$ cat src/rtl/struct_serializer.sv
// rtl/struct_serializer.sv - FIFO-buffered 64-bit struct to 32-bit word serializer (optional checksum: STRUCT_SERIALIZER_CHECKSUM_EN)
module struct_serializer #(
  parameter int DEPTH = 4
) (
  input  logic                     clk,
  input  logic                     rst_n,
  input  logic                     in_valid,
  output logic                     in_ready,
  input  logic [63:0]              in_struct,
  output logic                     out_valid,
  input  logic                     out_ready,
  output logic [31:0]              out_int,
  output logic [1:0]               out_idx,
  output logic                     out_last,
  output logic [$clog2(DEPTH):0]   level
);

  localparam int PW = $clog2(DEPTH);
  localparam int LW = PW + 1;

  typedef enum logic [1:0] {
    IDLE,
    SEND_A,
    SEND_B
`ifdef STRUCT_SERIALIZER_CHECKSUM_EN
    , SEND_C
`endif
  } state_t;

  state_t          state;
  logic [63:0]     mem [DEPTH];
  logic [PW-1:0]   wr_ptr;
  logic [PW-1:0]   rd_ptr;
  logic [LW-1:0]   level_next;
  logic [63:0]     head;
  logic            push;
  logic            pop;
  logic            last_xfer;
  logic [31:0]     hold_b;
`ifdef STRUCT_SERIALIZER_CHECKSUM_EN
  logic [31:0]     hold_a;
`endif

  assign head      = mem[rd_ptr];
  assign push      = in_valid & in_ready;
  assign last_xfer = out_valid & out_ready & out_last;

  // Pop when idle with data waiting, or when the final word of a struct leaves and another is queued
  always_comb begin
    pop = 1'b0;
    if (level != '0) begin
      if (state == IDLE) pop = 1'b1;
      else if (last_xfer) pop = 1'b1;
    end
  end

  // Occupancy after this edge; a simultaneous push and pop cancel out
  always_comb begin
    level_next = level;
    if (push && !pop)      level_next = level + LW'(1);
    else if (!push && pop) level_next = level - LW'(1);
  end

  // FIFO storage is written only on an accepted push; contents need no reset
  always_ff @(posedge clk) begin
    if (push) mem[wr_ptr] <= in_struct;
  end

  // FIFO pointers, level and registered in_ready; pointers wrap naturally since DEPTH is a power of two
  always_ff @(posedge clk or negedge rst_n) begin
    if (!rst_n) begin
      wr_ptr   <= '0;
      rd_ptr   <= '0;
      level    <= '0;
      in_ready <= 1'b0;
    end else begin
      if (push) wr_ptr <= wr_ptr + PW'(1);
      if (pop)  rd_ptr <= rd_ptr + PW'(1);
      level    <= level_next;
      in_ready <= (level_next < LW'(DEPTH));
    end
  end

  // Serializer FSM with registered word outputs; loading a new struct takes priority so streaming has no bubble
  always_ff @(posedge clk or negedge rst_n) begin
    if (!rst_n) begin
      state     <= IDLE;
      hold_b    <= '0;
`ifdef STRUCT_SERIALIZER_CHECKSUM_EN
      hold_a    <= '0;
`endif
      out_valid <= 1'b0;
      out_int   <= '0;
      out_idx   <= '0;
      out_last  <= 1'b0;
    end else if (pop) begin
      state     <= SEND_A;
      hold_b    <= head[31:0];
`ifdef STRUCT_SERIALIZER_CHECKSUM_EN
      hold_a    <= head[63:32];
`endif
      out_valid <= 1'b1;
      out_int   <= head[63:32];
      out_idx   <= 2'd0;
      out_last  <= 1'b0;
    end else if (last_xfer) begin
      state     <= IDLE;
      out_valid <= 1'b0;
      out_int   <= '0;
      out_idx   <= 2'd0;
      out_last  <= 1'b0;
    end else if (out_valid && out_ready) begin
      case (state)
        SEND_A: begin
          state   <= SEND_B;
          out_int <= hold_b;
          out_idx <= 2'd1;
`ifdef STRUCT_SERIALIZER_CHECKSUM_EN
          out_last <= 1'b0;
`else
          out_last <= 1'b1;
`endif
        end
`ifdef STRUCT_SERIALIZER_CHECKSUM_EN
        SEND_B: begin
          state    <= SEND_C;
          out_int  <= hold_a ^ hold_b;
          out_idx  <= 2'd2;
          out_last <= 1'b1;
        end
`endif
        default: ;
      endcase
    end
  end

endmodule

$ cat config.mk
export PLATFORM = sky130hd
export DESIGN_NAME = struct_serializer
export DESIGN_NICKNAME = d
export VERILOG_FILES = /design/src/rtl/struct_serializer.sv
export SDC_FILE = /design/constraint.sdc
export NUM_CORES = 1
export LEC_CHECK = 0
export BUFFER_PORTS_ARGS = -buffer_cell sky130_fd_sc_hd__buf_2
export CAP_MARGIN = 20
export CORE_ASPECT_RATIO = 1.5
export CORE_MARGIN = 4
export CORE_UTILIZATION = 34
export CTS_CLUSTER_DIAMETER = 30
export DETAILED_ROUTE_END_ITERATION = 8
export PLACE_DENSITY = 0.52
export SLEW_MARGIN = 5
export SYNTH_ARGS = -nofsm -noshare
export SYNTH_HDL_FRONTEND = slang
export SYNTH_SLANG_ARGS = --single-unit
$ cat constraint.sdc
create_clock -name clk -period 2.7 [get_ports clk]
set_input_delay 0.27 -clock clk [delete_from_list [all_inputs] [get_ports clk]]
set_output_delay 0.27 -clock clk [all_outputs]
set_load 0.05 [all_outputs]
# Word-level counts from Yosys, hierarchy flattened
# Memories as Yosys holds them, arrays and structs flattened.
# Cells that the tools add are included.
# Widths: inputs -> output; s select.
# classes
addsub	4
reduce_logical	11
mux	25
eq_ne	1
bitwise_logic	3
n_lt_le_gt_ge	1
# ops
operator	n
$mux 32	4
$mux 2	8
$mux 1	11
$reduce_bool 3->1	3
$mux 3	2
$add 2x1->2 const B	2
$add 3x1->3 const B	1
$and 1x1->1	3
$logic_and 1x1->1	3
$lt 3x3->1 const B	1
$sub 3x1->3 const B	1
$eq 2x1->1 const B	1
$logic_not 1->1	2
$logic_not 2->1	1
$reduce_and 2->1	1
$reduce_bool 2->1	1
# totals
n_memories	1
out_inout_bits	40
input_bits	68
register_bits	78
ramBits	256
# memory_table
memory	depth	width	read_ports	rd_clocked_by_memory_dff	write_ports	line_no	rtl
mem	4	64	1	0	1	31	logic [63:0] mem [DEPTH];

# Depth between registers and ports, before layout
# Gate-level depths: netlist (run 1).
# logic_depth
depth_word	9
depth_mapped	11
depth_no_buf	9

# Least setup slack after synthesis (run 1)
# OpenSTA, ideal clock, no wires.
# synth_path
path_type	register to register
from	register in_ready
to	memory mem[0][0], enable pin
stages_incl_launch_ff	2
path_buffers	0
t_required_ns	2.271
period_less_slack_ns	2.752
arrival_ns	2.323
path_slack_ns	-0.052
cell_sequence	dfrtp_1 > and3_1
# synth_via
elab_chain_cells	3
# synth_lines
element	line_no	rtl
from (decl)	8	output logic in_ready,
from (signal assigned)	80	in_ready <= (level_next < LW'(DEPTH));
$and 1x1->1	45	assign push = in_valid & in_ready;
$mux 1	66	if (push) mem[wr_ptr] <= in_struct;
$mux 1 (implied by the code)	66	
to (decl)	31	
# No other way between the ends.

==> results.py, run 1 <==
metrics = {
    "timing": {
        "period_minus_slack_ps": 2260,
        "fmax_ghz": 0.442,
        "finalCritPeriodShare_pct": 83.8,
        "tightest_slew_ps": 583,
        "rsz0062_at_grt": "no",
        "relSlewSlack_pct": 61.1,
        "fin_skew_ps": 17.7,
        "setup_tns_ps": 0,
        "setup_viol": 0,
        "maxSlewViolCount": 0,
        "hold_violations": 0,
    },
    "placement": {
        "place.gp.congestion": 0.718,
        "placed_cells": 1143,
        "port_buffers": 106,
        "dp_hpwl_um": 16300,
        "placed_cell_area_mm2": 0.0137,
    },
    "floorplan": {
        "dieHeight_um": 242,
        "die-area_mm2": 0.0398,
        "ioPinCount": 108,
        "die_w_um": 164,
        "start_util_pct": 34.5,
        "core.rowCount": 85,
        "coreArea_mm2": 0.0361,
    },
    "critical_path": {
        "worstSetupStartpointType": "register",
        "crit_required_ps": 3120,
        "worstSetupPathType": "register to register",
        "worstSetupEndpointType": "register",
        "critPathArrivalTime_ps": 2680,
        "worst_r2r_path_depth": 8,
        "cp_max_fo": 15,
    },
    "clock_tree": {
        "htree_levels": 2,
        "cts_made_buffers": 46,
        "clock_path_buffers": 3,
        "clock_sinks": 331,
        "path_clk_slew_ps": 60,
        "hold_buffers": 65,
        "cts_root_buf": "clkbuf_16",
        "clock_latency_ps": 550,
        "cts_tree": "built",
        "cts_resized": 0,
        "post-cts-setup-buffers": 0,
    },
    "global_route": {
        "grt_usage_pct": 14.0,
        "first_global_vias": 7198,
        "grt_max_degree": 54,
        "antenna_found_initial": 2,
        "grt_pass1_wl_um": 42500,
        "overflow": 0,
    },
    "min_path": {
        "hold_depth": 3,
        "hold_path_class": "input port to register",
    },
    "logic_synthesis": {
        "async_flop_share_pct": 22.7,
        "ys.flop_type": "edfxtp_1",
        "synth-edff-count": 256,
        "synth_cells": 575,
        "synth_area_leaders": "edfxtp_1, dfrtp_1, mux4_2",
        "syn-num-nets": 652,
        "synth_top_cell_by_area": "edfxtp_1",
        "netlist_area_mm2": 0.0124,
        "syn_avg_cell_area_um2": 21.6,
        "synth-seq-cells": 331,
        "ys_warn_count": 0,
        "synth_top_area_share_pct": 61.8,
        "ys_seq_area_share_pct": 76.9,
        "yosys.cell_types.count": 32,
    },
    "pwr": {
        "power_frac_comb_pct": 29.8,
        "p_int_uw": 13300,
        "clockPowerShare_pct": 31.5,
        "vdd_drop_max_mv": 0.626,
        "p_leak_uw": 0.00576,
        "p_seq_share_pct": 38.7,
        "p_per_area_mw_per_mm2": 1220,
        "p_sw_share_pct": 31.8,
        "switchingPower_uw": 6190,
        "p_total_uw": 19400,
    },
    "detailed_routing": {
        "first_iter_violations": 447,
        "drt_wl_total_um": 27200,
        "drc": 0,
        "avgRoutedWirePerCell_um": 21.0,
        "via_per_inst": 4.83,
        "vias": 6254,
        "firstDrtPassIters": 4,
        "ant_nets": 0,
    },
    "final_layout": {
        "drive_gt1_share_pct": 37.1,
        "design_area_mm2": 0.0159,
        "nNetsFinal": 855,
        "mostFrequentLayoutCell": "edfxtp_1",
        "area_growth_pct": 27.9,
        "layout_common_cells": "edfxtp_1, buf_2, dfrtp_1, dlygate4sd3_1, mux4_2",
        "layout.cells.non_filler": 1295,
    },
    "run_status": {
        "status": "complete, no violations",
    },
    "job": {
        "maxCapViolations": 0,
    },
}
[metrics by stage]
step / setup slack [ps] / hold slack [ps] / util (%)
after global routing: 333 / 68.7 / 44.1
after CTS: 442 / 26.4 / 44.1
final: 438 / 48.2 / 44.1
after detailed placement: 451 / 322 / 37.9
after global placement: 563 / 311 / 37.9
after floorplan: 140 / -25.6 / -
[synth_stat cells, types with 2 or more instances]
cell        n
a21o_1      2
a21oi_1     2
a221o_1    33
a22o_1      2
and2_1     32
and3_1      5
buf_2      10
buf_4       3
buf_6       5
clkbuf_1   11
dfrtp_1    75
edfxtp_1  256
ha_1        9
inv_1       7
mux2_2     32
mux4_2     64
nand2_1     7
nor2_1      3
xnor2_1     4
[power groups by stage]
| stage | clock [uW] | combinational, uW | sequential, uW |
|---|---|---|---|
| after floorplan | 0 | 3450 | 8240 |
| after global placement | 0 | 5730 | 7580 |
| after detailed placement | 0 | 5840 | 7650 |
| after CTS | 6270 | 5930 | 7560 |
| after global routing | 6500 | 6210 | 7660 |
| final | 6120 | 5790 | 7530 |
[flip-flops by register name, indices dropped and copies added, names as in the netlist, named ones only]
| name | flops |
|---|---|
| mem | 256 |
| wr_ptr | 2 |
| rd_ptr | 2 |
| out_valid | 1 |
| hold_b | 32 |
| state | 1 |
| in_ready | 1 |
| out_int | 32 |
| level | 2 |
| out_idx | 1 |
[final cells by class]
type | instances | area (um^2)
tap | 478 | 598
clock inverter | 29 | 369
clock buffer | 56 | 1230
timing repair buffer | 184 | 1390
antenna | 2 | 5.00
sequential | 331 | 9570
inverter | 8 | 30.0
fill | 3107 | 20100
multi-input combinational | 207 | 2710
[worst paths after layout]
kind,from,end,slack (ps)
max,level[0]$_DFFE_PN0P_,register,440
min,in_valid,wr_ptr[1]$_DFFE_PN0P_,50
max reg2reg,level[0]$_DFFE_PN0P_,register,440
min reg2reg,hold_b[0]$_DFFE_PN0N_,hold_b[0]$_DFFE_PN0N_,500
max in group asynchronous,rst_n,out_int[29]$_DFFE_PN0P_,1770
min in group asynchronous,rst_n,out_int[20]$_DFFE_PN0P_,270
[critical path, cell delays in order (launching register included)]
cell,delay [ps]
dfrtp_1,410
inv_1,90
ha_1,200
nand2b_1,190
o21a_4,310
inv_2,80
ha_1,260
a221o_1,380
a22o_1,230
[kinds of logic (layout without fill, tap and decap cells)]
logic type                 Yosys count  count (layout)  synth area share, %
AOI/OAI and AO/OA                   45              45                 3.34
other                                1               3               0.0302
xor gates and xnor gates             4               4                0.282
and+or+nand+nor                     52              52                 2.44
adders and majority gates            9               9                0.905
DFF                                331             331                 76.9
muxes                               96              96                 14.5
buffers and inverters               37             277                 1.61
[per-layer routing]
metal | vias up | part of all wire, % | track usage (%)
met5 | - | 0 | 0
met4 | 0 | 2.9 | 5.38
met3 | 46 | 4.4 | 2.74
met2 | 146 | 55 | 25.5
met1 | 3284 | 38 | 16.0
li1 | 2778 | - | -
Power figures use the tool's default switching activity.
==> run 2, diff against run 1 <==
- PLACE_DENSITY: 0.52 -> 0.5
- clock period: 2.7 -> 2.28 ns (I/O delays scaled with it)
==> run 2 against run 1 <==
Effect of this change: count of clock-buffer cells in the layout decreased by 2; worst setup slack lost 310 ps; cell count up 0.77%; critical path depth fell by 2; critical path type unchanged; largest cell class unchanged; highest routed layer unchanged.
==> results.py, run 2 (synthesis results as in run 1) <==
metrics = {
    "timing": {
        "tightest_slew_ps": 952,
        "finalCritPeriodShare_pct": 94.6,
        "hold_violations": 0,
        "maxSlewViolCount": 0,
        "rsz0062_at_grt": "no",
        "period_minus_slack_ps": 2160,
        "relSlewSlack_pct": 36.4,
        "setup_viol": 0,
        "fmax_ghz": 0.464,
        "setup_tns_ps": 0,
        "fin_skew_ps": 13.4,
    },
    "global_route": {
        "grt_max_degree": 65,
        "grt_use_met2_pct": 26.1,
        "antenna_found_initial": 2,
        "grt_pass1_wl_um": 42400,
        "met1_usage_pct": 15.9,
        "overflow": 0,
        "grt_usage_pct": 14.1,
        "grt.met3_usage_pct": 2.66,
        "grt_busiest_layer": "met2",
        "first_global_vias": 7201,
    },
    "critical_path": {
        "rr_startpoint": "level[0]$_DFFE_PN0P_",
        "worst_r2r_path_depth": 6,
        "worstSetupStartpointType": "register",
        "cpMaxStageDelayCell": "a21oi_4",
        "worstSetupStartpoint": "level[0]$_DFFE_PN0P_",
        "worstSetupEndpointType": "register",
        "critPathArrivalTime_ps": 2640,
        "cp_slowest_stage_delay_ps": 790,
        "worstSetupPathType": "register to register",
        "crit_required_ps": 2760,
        "cp_max_fo": 23,
        "crit_path_cell_trace": "inv_2 > ha_1 > nand2b_1 > a21oi_4 > buf_4 > a221o_1",
    },
    "clock_tree": {
        "cts_resized": 0,
        "cts_made_buffers": 47,
        "cts_tree": "built",
        "clock_sinks": 331,
        "clock_latency_ps": 550,
        "path_clk_slew_ps": 50,
        "clock_path_buffers": 3,
        "cts_root_buf": "clkbuf_16",
        "htree_levels": 2,
    },
    "detailed_routing": {
        "drt_wl_total_um": 27300,
        "drc": 0,
        "via_per_inst": 4.83,
        "first_iter_violations": 367,
        "firstDrtPassIters": 4,
        "ant_nets": 0,
        "avgRoutedWirePerCell_um": 20.9,
        "vias": 6303,
    },
    "final_layout": {
        "largest_register": "mem",
        "nNetsFinal": 863,
        "drive_gt1_share_pct": 38.5,
        "largest_reg_flops": 256,
        "mostFrequentLayoutCell": "edfxtp_1",
        "area_growth_pct": 29.0,
        "largestRegisters": "mem (256), hold_b (32), out_int (32)",
        "layout_common_cells": "edfxtp_1, buf_2, dfrtp_1, dlygate4sd3_1, mux4_2",
        "layout.cells.non_filler": 1305,
    },
    "pwr": {
        "power_frac_comb_pct": 30.0,
        "p_total_uw": 23300,
        "p_int_uw": 15900,
        "p_sw_share_pct": 31.9,
        "vdd_drop_max_mv": 0.710,
        "clockPowerShare_pct": 31.8,
        "p_seq_share_pct": 38.2,
        "p_per_area_mw_per_mm2": 1450,
        "switchingPower_uw": 7440,
        "p_leak_uw": 0.00582,
    },
    "floorplan": {
        "core.rowCount": 85,
        "start_util_pct": 34.5,
        "ioPinCount": 108,
        "coreArea_mm2": 0.0361,
        "die-area_mm2": 0.0398,
        "dieHeight_um": 242,
        "die_w_um": 164,
    },
    "min_path": {
        "hold_path_class": "input port to asynchronous set/reset pin",
    },
    "job": {
        "maxCapViolations": 0,
    },
    "placement": {
        "place.gp.congestion": 0.732,
        "port_buffers": 106,
        "placed_cells": 1148,
        "dp_hpwl_um": 16100,
    },
    "run_status": {
        "status": "complete, no violations",
    },
}
## run 2: final cells by class
cell class              instances  area [um^2]
fillers                      3121        20000
flip-flops and latches        331         9580
multi-input cells             207         2720
repair buffers                191         1490
clock buffers                  54         1220
well taps                     478          598
clock inverters                34          410
inverters                       8         30.0
diodes                          2         5.00
## run 2: power by group through the flow
stage	Combinational, uW	Sequential, uW	Clock, uW
2_1_floorplan	4110	9760	0
3_3_place_gp	6960	8990	0
3_5_place_dp	7070	9060	0
4_1_cts	7180	8950	7580
5_1_grt	7530	9070	7870
6_report	6980	8910	7410
## run 2: through the flow
step	hold slack [ps]	cell area, um^2	utilization [%]	worst slack (ps)
after floorplan	-67.6	12500	-	23.1
after global placement	103	13700	38.1	134
after detailed placement	112	13700	38.1	85.6
after CTS	77.9	16000	44.5	72.6
after global routing	94.7	16000	44.5	39.9
final	90.3	16000	44.5	123
## run 2: path summary, 6_finish.rpt
kind / to / slack (ps)
min reg2reg: hold_b[17]$_DFFE_PN0N_ / 500
max: out_int[19]$_DFFE_PN0P_ / 120
max in group asynchronous: rd_ptr[0]$_DFFE_PN0N_ / 1520
max reg2reg: out_int[19]$_DFFE_PN0P_ / 120
min in group clk: mem[2][13]$_DFFE_PP_ / 430
min: asynchronous set/reset pin / 90
## run 2: what timing repair did
item	4_1_cts	5_1_grt
hold endpoints to repair	333	0
setup buffers	0	0
hold buffers	67	0
## run 2: critical path, delay by kind of cell, from the launching register on
family	cells	cell delay (ps)
and+or+nand+nor	1	140
adders and majority gates	1	140
buffers and inverters	2	410
DFF	1	430
AOI/OAI and AO/OA	2	960
## run 2: per-layer routing
layer,part of all wire [%],vias up
met1,38,3329
met5,0,-
met3,3.6,44
li1,-,2786
met4,2.5,0
met2,56,144
==> run 3, diff against run 2 <==
- PLACE_DENSITY: 0.5 -> 0.52
- clock period: 2.28 -> 1.84 ns (I/O delays scaled with it)
==> run 3 against run 2 <==
Effect of this change: combinational power up 33%; clock skew fell by 0.68 ps; critical path depth did not move; largest cell class unchanged; utilization up 0.88 points; sequential power up 23%; non-clock buffer count rose by 20; power increased by 26%; routed wire length decreased by 0.29%; register-to-register slack got worse by 70 ps; cell count increased by 1.6%.
==> results.py, run 3 (synthesis results as in run 1) <==
metrics = {
    "run_status": {
        "status": "complete, no violations",
    },
    "floorplan": {
        "start_util_pct": 34.5,
        "coreArea_mm2": 0.0361,
        "die-area_mm2": 0.0398,
        "core.rowCount": 85,
        "dieHeight_um": 242,
        "ioPinCount": 108,
        "die_w_um": 164,
    },
    "final_layout": {
        "mostFrequentLayoutCell": "edfxtp_1",
        "largestRegisters": "mem (256), hold_b (32), out_int (32)",
        "largest_register": "mem",
        "drive_gt1_share_pct": 40.8,
        "layout.cells.non_filler": 1326,
        "n_antenna_cell": 0,
        "design_area_mm2": 0.0164,
        "layout_common_cells": "edfxtp_1, buf_2, dfrtp_1, dlygate4sd3_1, mux4_2",
        "nNetsFinal": 885,
        "largest_reg_flops": 256,
        "area_growth_pct": 31.6,
        "fin_util_pct": 45.4,
    },
    "detailed_routing": {
        "drc": 0,
        "avgRoutedWirePerCell_um": 20.5,
        "drt_wl_total_um": 27200,
        "via_per_inst": 4.80,
        "firstDrtPassIters": 4,
        "ant_nets": 0,
        "first_iter_violations": 261,
        "vias": 6368,
    },
    "timing": {
        "setup_viol": 0,
        "fmax_ghz": 0.559,
        "rsz0062_at_grt": "no",
        "finalCritPeriodShare_pct": 97.2,
        "fin_skew_ps": 12.7,
        "tightest_slew_ps": 777,
        "fin_ws_ps": 52.4,
        "maxSlewViolCount": 0,
        "hold_violations": 0,
        "period_minus_slack_ps": 1790,
        "relSlewSlack_pct": 48.2,
    },
    "pwr": {
        "p_seq_share_pct": 37.2,
        "vdd_drop_max_mv": 0.883,
        "p_sw_share_pct": 31.6,
        "p_leak_uw": 0.00597,
        "power_frac_comb_pct": 31.6,
        "p_int_uw": 20200,
        "switchingPower_uw": 9300,
        "clockPowerShare_pct": 31.2,
        "p_per_area_mw_per_mm2": 1800,
    },
    "global_route": {
        "grt_max_degree": 54,
        "grt_usage_pct": 13.8,
        "first_global_vias": 7195,
        "overflow": 0,
        "antenna_found_initial": 2,
        "grt_pass1_wl_um": 42300,
    },
    "clock_tree": {
        "htree_levels": 2,
        "cts_root_buf": "clkbuf_16",
        "clock_sinks": 331,
        "cts_made_buffers": 49,
        "cts_tree": "built",
        "clock_path_buffers": 3,
        "path_clk_slew_ps": 60,
        "clock_latency_ps": 540,
    },
    "critical_path": {
        "reg2reg_slack_ps": 50,
        "worstSetupStartpointType": "register",
        "crit_required_ps": 2260,
        "critPathArrivalTime_ps": 2210,
        "worstSetupEndpointType": "register",
        "cp_max_fo": 7,
        "worstSetupPathType": "register to register",
    },
    "placement": {
        "placed_cells": 1162,
        "placed_cell_area_mm2": 0.0139,
        "place.gp.congestion": 0.741,
        "port_buffers": 106,
        "post-place-ws_ps": 25.8,
        "dp_hpwl_um": 16500,
    },
    "job": {
        "maxCapViolations": 0,
    },
    "min_path": {
        "hold_path_class": "input port to asynchronous set/reset pin",
    },
}
run 3: cell type report:
type	instances	area (um^2)
flip-flops and latches	331	9580
well taps	478	598
inverters	8	35.0
multi-input cells	207	2770
clock inverters	33	349
clock buffers	58	1320
repair buffers	211	1710
fillers	3105	19700
run 3: what timing repair did:
action                     in CTS  in global routing
gates resized for setup         0                  6
setup buffers                   0                  6
hold buffers                   67                  0
setup endpoints to repair       0                  2
hold endpoints to repair      317                  0
run 3: worst max-delay path, stage by stage (launching register included):
cell and delay (ps):
dfrtp_2 440, and3_4 170, o21a_4 250, ha_4 170, nor2b_4 120, a221o_1 290, a22o_1 230
run 3: layer usage:
metal  GRT usage [%]  up-vias  wire length [um]
li1                -     2839                 -
met1            16.2     3367             10500
met2            25.3      117             15100
met3            2.69       43              1010
met4            4.10        2               552
met5               0        -                13
run 3: power groups by stage:
stage	registers [uW]	clock network [uW]	logic (uW)
2_1_floorplan	12100	0	5190
3_3_place_gp	11000	0	9040
3_5_place_dp	11100	0	9230
4_1_cts	11000	9440	9370
5_1_grt	11100	9810	9980
6_report	11000	9200	9310
run 3: metrics by stage:
stage | setup TNS, ps | hold WS, ps | total power (uW)
finish | 0 | 131 | 29500
global route | 0 | 145 | 30900
CTS | 0 | 118 | 29800
detailed placement | 0 | 164 | 20400
global placement | 0 | 167 | 20100
floorplan | -533 | -112 | 17300
run 3: final timing paths:
path,from,endpoint,depth (start not counted)
setup / recovery,out_idx[0]$_DFFE_PN0P_,register,6
hold / removal,rst_n,out_int[26]$_DFFE_PN0P_,2
setup reg to reg,out_idx[0]$_DFFE_PN0P_,register,6
hold reg to reg,hold_b[15]$_DFFE_PN0N_,hold_b[15]$_DFFE_PN0N_,1
max in group asynchronous,rst_n,hold_b[13]$_DFFE_PN0N_,3
min in group clk,in_struct[11],mem[3][11]$_DFFE_PP_,2
